--- src/rtl/div_pkg.sv ---
// Shared definitions for the sequential restoring divider.
//   - state_e       : FSM state encoding (IDLE / RUN / DONE)
//   - MAX_N         : widest operand width the helpers below support
//   - div0_quotient : all-ones quotient returned for a divide by zero
`timescale 1ns/1ps
package div_pkg;

    typedef enum logic [1:0] {
        S_IDLE = 2'd0,
        S_RUN  = 2'd1,
        S_DONE = 2'd2
    } state_e;

    localparam int MAX_N = 128;

    // All-ones quotient of width n, right-aligned in a MAX_N-bit word
    function automatic logic [MAX_N-1:0] div0_quotient(input int n);
        return {MAX_N{1'b1}} >> (MAX_N - n);
    endfunction

endpackage

--- src/rtl/div_step.sv ---
// One combinational restoring-division step.
// Ports:
//   p_i     : partial remainder before the step (n+1 bits)
//   d_bit_i : next dividend bit shifted into the remainder
//   b_i     : divisor
//   p_o     : partial remainder after the step
//   q_bit_o : quotient bit produced by this step
`timescale 1ns/1ps
module div_step #(
    parameter int n = 32
) (
    input  logic [n:0]   p_i,
    input  logic         d_bit_i,
    input  logic [n-1:0] b_i,
    output logic [n:0]   p_o,
    output logic         q_bit_o
);
    import div_pkg::*;

    logic [n:0] p_shift_s;
    logic [n:0] b_ext_s;
    logic [n:0] p_sub_s;
    // The remainder is always below the divisor, so its top bit is zero
    // between steps and is dropped by the shift.
    logic       unused_p_msb_s;

    assign unused_p_msb_s = p_i[n];
    assign p_shift_s      = {p_i[n-1:0], d_bit_i};
    assign b_ext_s        = {1'b0, b_i};
    assign p_sub_s        = p_shift_s - b_ext_s;

    // Subtract when the shifted remainder covers the divisor, otherwise restore
    always_comb begin
        p_o     = p_shift_s;
        q_bit_o = 1'b0;
        if (p_shift_s >= b_ext_s) begin
            p_o     = p_sub_s;
            q_bit_o = 1'b1;
        end else begin
            p_o     = p_shift_s;
            q_bit_o = 1'b0;
        end
    end

endmodule

--- src/rtl/seq_divider_nb.sv ---
// Iterative unsigned restoring divider, one quotient bit per clock.
// Ports:
//   clk      : clock, rising edge
//   reset    : asynchronous active-low reset
//   start    : request, accepted in IDLE or DONE
//   A, B     : dividend / divisor, sampled on the accepting edge
//   Q, R     : registered quotient / remainder
//   busy     : high while iterating
//   done     : one-cycle pulse when Q/R update
//   div_zero : set with done when B was zero, held until next start
`timescale 1ns/1ps
module seq_divider_nb #(
    parameter int n  = 32,
    parameter int CW = $clog2(n) + 1
) (
    input  logic         clk,
    input  logic         reset,
    input  logic         start,
    input  logic [n-1:0] A,
    input  logic [n-1:0] B,
    output logic [n-1:0] Q,
    output logic [n-1:0] R,
    output logic         busy,
    output logic         done,
    output logic         div_zero
);
    import div_pkg::*;

    localparam logic [MAX_N-1:0] DIV0_Q_WIDE = div0_quotient(n);
    localparam logic [n-1:0]     DIV0_Q      = DIV0_Q_WIDE[n-1:0];
    localparam logic [CW-1:0]    CNT_ONE     = {{(CW-1){1'b0}}, 1'b1};
    localparam logic [CW-1:0]    CNT_LOAD    = CW'(n);

    state_e        state_q, state_d;
    logic [CW-1:0] cnt_q, cnt_d;
    logic [n-1:0]  dvd_q, dvd_d;   // dividend in, quotient bits shifted in at LSB
    logic [n-1:0]  dvs_q, dvs_d;
    logic [n:0]    p_q, p_d;
    logic [n-1:0]  q_q, q_d;
    logic [n-1:0]  r_q, r_d;
    logic          busy_q, busy_d;
    logic          done_q, done_d;
    logic          dz_q, dz_d;

    logic [n:0]    p_step_s;
    logic          q_bit_s;

    div_step #(.n(n)) u_step (
        .p_i     (p_q),
        .d_bit_i (dvd_q[n-1]),
        .b_i     (dvs_q),
        .p_o     (p_step_s),
        .q_bit_o (q_bit_s)
    );

    // Next-state, datapath and output-register computation
    always_comb begin
        state_d = state_q;
        cnt_d   = cnt_q;
        dvd_d   = dvd_q;
        dvs_d   = dvs_q;
        p_d     = p_q;
        q_d     = q_q;
        r_d     = r_q;
        done_d  = 1'b0;
        dz_d    = dz_q;
        case (state_q)
            S_IDLE, S_DONE: begin
                if (start) begin
                    dvd_d = A;
                    dvs_d = B;
                    p_d   = {(n+1){1'b0}};
                    if (B == {n{1'b0}}) begin
                        // Divide by zero resolves on the accepting edge
                        state_d = S_DONE;
                        cnt_d   = {CW{1'b0}};
                        q_d     = DIV0_Q;
                        r_d     = A;
                        dz_d    = 1'b1;
                        done_d  = 1'b1;
                    end else begin
                        state_d = S_RUN;
                        cnt_d   = CNT_LOAD;
                        dz_d    = 1'b0;
                    end
                end else begin
                    state_d = S_IDLE;
                end
            end
            S_RUN: begin
                p_d   = p_step_s;
                dvd_d = {dvd_q[n-2:0], q_bit_s};
                cnt_d = cnt_q - CNT_ONE;
                if (cnt_q == CNT_ONE) begin
                    state_d = S_DONE;
                    q_d     = {dvd_q[n-2:0], q_bit_s};
                    r_d     = p_step_s[n-1:0];
                    done_d  = 1'b1;
                end else begin
                    state_d = S_RUN;
                end
            end
            default: begin
                state_d = S_IDLE;
            end
        endcase
        busy_d = (state_d == S_RUN);
    end

    // State and output registers with asynchronous active-low reset
    always_ff @(posedge clk or negedge reset) begin
        if (!reset) begin
            state_q <= S_IDLE;
            cnt_q   <= {CW{1'b0}};
            dvd_q   <= {n{1'b0}};
            dvs_q   <= {n{1'b0}};
            p_q     <= {(n+1){1'b0}};
            q_q     <= {n{1'b0}};
            r_q     <= {n{1'b0}};
            busy_q  <= 1'b0;
            done_q  <= 1'b0;
            dz_q    <= 1'b0;
        end else begin
            state_q <= state_d;
            cnt_q   <= cnt_d;
            dvd_q   <= dvd_d;
            dvs_q   <= dvs_d;
            p_q     <= p_d;
            q_q     <= q_d;
            r_q     <= r_d;
            busy_q  <= busy_d;
            done_q  <= done_d;
            dz_q    <= dz_d;
        end
    end

    assign Q        = q_q;
    assign R        = r_q;
    assign busy     = busy_q;
    assign done     = done_q;
    assign div_zero = dz_q;

endmodule

--- config.mk ---
export PLATFORM = sky130hd
export DESIGN_NAME = seq_divider_nb
export DESIGN_NICKNAME = d
export VERILOG_FILES = /design/src/rtl/div_pkg.sv /design/src/rtl/div_step.sv /design/src/rtl/seq_divider_nb.sv
export SDC_FILE = /design/constraint.sdc
export NUM_CORES = 1
export LEC_CHECK = 0
export ABC_AREA = 1
export BUFFER_PORTS_ARGS = -buffer_cell sky130_fd_sc_hd__buf_2
export CORE_ASPECT_RATIO = 1.25
export CORE_UTILIZATION = 63
export DETAILED_ROUTE_END_ITERATION = 10
export GPL_ROUTABILITY_DRIVEN = 0
export HOLD_SLACK_MARGIN = 0.02
export PLACE_DENSITY = 0.86
export SLEW_MARGIN = 0
export SYNTH_ARGS = -nofsm -noshare
export SYNTH_HDL_FRONTEND = slang
export SYNTH_SLANG_ARGS = --single-unit
--- constraint.sdc ---
create_clock -name clk -period 3.41 [get_ports clk]
set_input_delay 0.682 -clock clk [delete_from_list [all_inputs] [get_ports clk]]
set_output_delay 0.682 -clock clk [all_outputs]
set_load 0.005 [all_outputs]
* Word-level counts from Yosys, hierarchy flattened
Index checks and enable logic that the tools add are counted.
Word-level totals: bits in registers 171, output and inout port bits 67
Operators by class: $add $sub $neg 2, magnitude comparators 1, eq/ne operators 7, muxes and demuxes 25, reductions and logical operators 7
Operators by type and width (number):
- 32-bit 2-to-1 mux | 9
- 32-bit one-hot mux with 2 select lines | 4
- 33-bit by 32-bit >= comparator with 1-bit output | 1
- 32-bit zero test | 1
- 32-bit subtractor | 1
- 6-bit 2-to-1 mux | 2
- 6-bit one-hot mux with 2 select lines | 1
- 6-bit by 1-bit == test with 1-bit output (second input constant) | 1
- 2-bit 2-to-1 mux | 3
- 2-bit inequality test (second input constant) | 3
- 6-bit by 1-bit subtractor with 6-bit output (second input constant) | 1
- 2-bit by 1-bit == test with 1-bit output (second input constant) | 2
- 1-bit 2-to-1 mux | 4
- 2-bit one-hot mux with 2 select lines | 1
- 2-bit AND reduction | 2
- 4-bit AND reduction | 1
- 2-bit == test (second input constant) | 1
- 2-bit zero test | 1
- 1-bit one-hot mux with 2 select lines | 1
- 2-bit nonzero test | 1
- 2-bit OR reduction | 1

* Longest topological paths before layout
word-level depth 5, gate-level depth with buffers 17, mapped depth without buffers 17

* Cells and area by module
From an unflattened synthesis, not the netlist that was laid out.
Unflattened totals: cell total of the unflattened synthesis 1498, area, all modules 10680.2 um2
By module, submodules not included:
- seq_divider_nb | instances 1, cells each 819, area each 7372.1 um2
- div_step | instances 1, cells each 679, area each 3308.2 um2

* Least setup slack after synthesis
OpenSTA, ideal clock, no wires.
kind input port to flip-flop, from input B[17], to register r_q[28], in the netlist R[28], setup time 113 ps, arrival time 1844 ps, data required time 3297 ps, slack 1453 ps, stages 11, cells stage by stage nor4_1 -> nand3_1 -> nor2_2 -> nand2_1 -> nand2_1 -> inv_2 -> buf_2 -> nor2_1 -> nand3_1 -> nand2_1 -> inv_1
On the way: longest elaborated chain between the ends 3
RTL lines:
- start, declared | line seq_divider_nb.sv:20 | input logic [n-1:0] B,
- 32-bit zero test | line seq_divider_nb.sv:73 | if (B == {n{1'b0}}) begin
- 2-bit inequality test (no line)
- 4-bit AND reduction (no line)
- end signal, assigned | line seq_divider_nb.sv:119 | r_q <= {n{1'b0}};
- end signal, assigned | line seq_divider_nb.sv:130 | r_q <= r_d;
- end, declared | line seq_divider_nb.sv:40 | logic [n-1:0] r_q, r_d;
No other way between the ends. A chain may end at the register's enable or synchronous reset.

* Final worst setup path
from register p_q[7], to register r_q[27], in the netlist R[27]
On the way: longest elaborated chain between the ends 4
RTL lines:
- start, declared | line seq_divider_nb.sv:38 | logic [n:0] p_q, p_d;
- start signal, assigned | line seq_divider_nb.sv:117 | p_q <= {(n+1){1'b0}};
- start signal, assigned | line seq_divider_nb.sv:128 | p_q <= p_d;
- 32-bit subtractor / 33-bit by 32-bit >= comparator with 1-bit output (equally long branches) | line div_step.sv:30, div_step.sv:36
- 32-bit 2-to-1 mux (*) | line div_step.sv:36 | if (p_shift_s >= b_ext_s) begin
- 32-bit 2-to-1 mux (*) | line seq_divider_nb.sv:94 | if (cnt_q == CNT_ONE) begin
- 32-bit one-hot mux with 2 select lines (*) | line seq_divider_nb.sv:67 | case (state_q)
Mark *: on every way between the ends. The rest lies on a longest branch, timed or not. The select of a mux whose other input is x is not followed.

==> impl_metrics.ini <==
[final_layout]
instances_no_fill = 1851
nNetsFinal = 1725
area_growth_pct = 12.9
layout.cells.most_common_list = nand2_1 (472), inv_1 (231), dfrtp_1 (170)
fill_cells = 1318
final_util_pct = 73.5
multiInputGateArea_um2 = 5230
antenna_cells = 0
seq_area_um2 = 4250
final_common_cell = nand2_1
drive_above_1_share_pct = 16.3

[setup_path]
worstPathRequired_ns = 3.80
r2r_end = R[27]
crit_path_end_kind = flop
worstPathMaxFanout = 34
worst-setup-path-type = flop to flop
worstRegToRegCells = 13
critPathLaunchType = flop
path_cells = ha_1 > nand2_2 > nor2_2 > nand3_1 > nand3_2 > nand2_2 > nand2_2 > nand3_4 > nand2_8 > nand3_1 > nand3_1 > nand2_1 > inv_1
cpMaxStageDelayCell = dfrtp_1
cp.arrival_ns = 3.00
r2r_slack_ns = 0.80
rr_startpoint = p_q[7]
slowest_delay_ns = 0.42

[placed_design]
numPortBuffers = 133
placed_cells = 1820
post-dp-hpwl_um = 20300

[sta]
setup_viol = 0
period_minus_slack_ns = 2.61
fin_skew_ns = 0.00901
period_share_pct = 76.5
max_clock_freq_mhz = 383
setup_tns_ns = 0
slew_headroom_pct = 26.6
worst_pin_slew_ns = 1.10
rsz0062_at_grt = false
finalHoldViolCount = 0
slew_viol_final = 0

[route]
drtAntennaViolNets = 0
wl_um = 28200
drt_drc_violations_left = 0
viasPerCell = 5.55
drt_iter0_drc = 1147
firstDrtPassIters = 7
wire_per_inst_um = 15.2
via_count = 10300

[power]
leakage_nw = 6.59
seq_power_share_pct = 25.7
p_int_mw = 7.03
total_power_mw = 14.3
p_sw_share_pct = 50.7
powerDensity_nw_per_um2 = 1190
power_frac_comb_pct = 59.9
p_switching_mw = 7.24
pwr-share-clk_pct = 14.4
ir_worst_vdd_mv = 0.572

[clocking]
cts_root_buf = clkbuf_16
cts_setup_buffers = 0
cts_tree = built
ctsHtreeMaxLevel = 4
post_cts_resized = 0
cts.path.max_buffers = 2
clk_pin_slew_ns = 0.07
cts.sinks = 170
cts_buffers = 17
hold_buffers = 0
clkLatencyLatePin_ns = 0.44

[yosys]
yosys.area.top_type_share_pct = 39.9
ys_top_cells_by_area = dfrtp_1 (40%), nand2_1 (17%), inv_1 (8.2%)
synth-seq-area-share_pct = 39.9
netlist_area_um2 = 10700
syn_area_per_cell_um2 = 7.03
syn_inst = 1517
synth_cell_types = 41
synth_seq_cells = 170
yosysTopAreaCell = dfrtp_1
yosys_warnings = 0
synth_nets = 1619

[run]
max_cap_viol_count = 0

[floorplan]
core_area_um2 = 16400
dieHeight_um = 147
dieArea_um2 = 17500
pin_count = 134
initial_core_util_pct = 65.1
die_w_um = 118
rows = 52

[worst_hold_path]
hold_path_class = input pin to asynchronous set/reset pin

[global_routing]
grt_pass1_vias = 9522
grtUsageTotal_pct = 34.0
grt-ovfl-total = 0
grt_pass1_wl_um = 46400
grt_max_degree = 75
antenna_found_initial = 0

[status]
status = completed
cells by family (layout without fill, tap and decap cells):
| kind of cell | Yosys count | after routing | synth area share, % |
|---|---|---|---|
| XOR/XNOR | 15 | 15 | 1.23 |
| buffers and inverters | 297 | 415 | 11.2 |
| flip-flops | 170 | 170 | 39.9 |
| adder cells (fa/ha/maj) | 35 | 35 | 4.18 |
| AO/OA/AOI/OAI | 155 | 155 | 7.47 |
| AND/OR/NAND/NOR | 845 | 845 | 36.0 |
state kept, by name (all words and copies together) (netlist names):
| name | cells |
|---|---|
| dvs_q | 32 |
| div_zero | 1 |
| cnt_q | 6 |
| R | 32 |
| dvd_q | 32 |
| busy | 1 |
| done | 1 |
| state_q | 1 |
| p_q | 32 |
| Q | 32 |
critical path: cells and delay by family (launching register included):
kind	cells	cell delay, ns
and+or+nand+nor	11	1.66
DFF	1	0.42
adders and majority gates	1	0.42
buffers and inverters	1	0.04
metal layers:
metal / vias up / GRT usage [%] / wire length [µm]
met5: - / 0 / 0
met4: 0 / 18.6 / 1430
met3: 115 / 5.56 / 2230
met2: 509 / 54.2 / 13100
met1: 4700 / 44.4 / 11500
li1: 4955 / - / -
layout make-up:
class,count,share of cell area [%]
clock inverter,14,1.54
inverter,237,7.39
timing repair buffer,147,6.56
clock buffer,17,3.53
multi-input combinational,1050,43.4
tap,216,2.24
sequential,170,35.3
synth_stat cells:
cell type / n
a21o_1: 1
nand3b_1: 1
or2_1: 7
o21bai_1: 1
nand3_4: 1
o21ai_0: 115
o32ai_1: 2
nor3_4: 1
xor2_1: 15
buf_12: 2
a211oi_1: 3
dfrtp_1: 170
nor2_1: 120
and3_1: 1
nand3_1: 103
nor3_2: 1
inv_1: 232
ha_1: 34
clkbuf_1: 25
o22ai_1: 1
nor3_1: 6
buf_1: 3
nor2_4: 2
buf_8: 1
or2_0: 1
nand2_1: 472
a21oi_1: 23
nor4_1: 4
buf_4: 1
nor2_8: 1
o21ai_1: 9
buf_2: 28
nand2_8: 1
fa_1: 1
nor2_2: 9
nand2_2: 9
inv_2: 5
nand3_2: 29
or2_2: 26
and2_1: 8
nand4_1: 42
power by group through the flow:
stage,clock (mW),sequential (mW),combinational [mW]
3_3_place_gp,0,3.65,8.07
3_5_place_dp,0,3.66,8.28
2_1_floorplan,0,3.49,6.43
5_1_grt,2.14,3.76,9.60
6_report,2.05,3.67,8.55
4_1_cts,2.05,3.64,8.44
per-stage QoR:
step	instance area [µm²]	worst slack (ns)	hold slack (ns)
floorplan	10700	1.45	0.386
finish	12000	0.801	0.272
global placement	11400	0.509	0.450
global route	12000	0.662	0.326
CTS	12000	0.847	0.300
detailed placement	11400	0.422	0.453
how the worst max path moves through the flow:
stage | startpoint | to | slack [ns] | depth (start not counted)
2_1_floorplan | B[17] | R[28] | 1.45 | 11
6_report | p_q[7] | R[27] | 0.80 | 13
5_1_grt | p_q[7] | R[31] | 0.66 | 15
3_5_place_dp | B[0] | R[14] | 0.42 | 12
3_3_place_gp | B[0] | R[29] | 0.51 | 12
4_1_cts | p_q[7] | R[29] | 0.85 | 13
No activity file was read; power rests on OpenSTA's default activity.
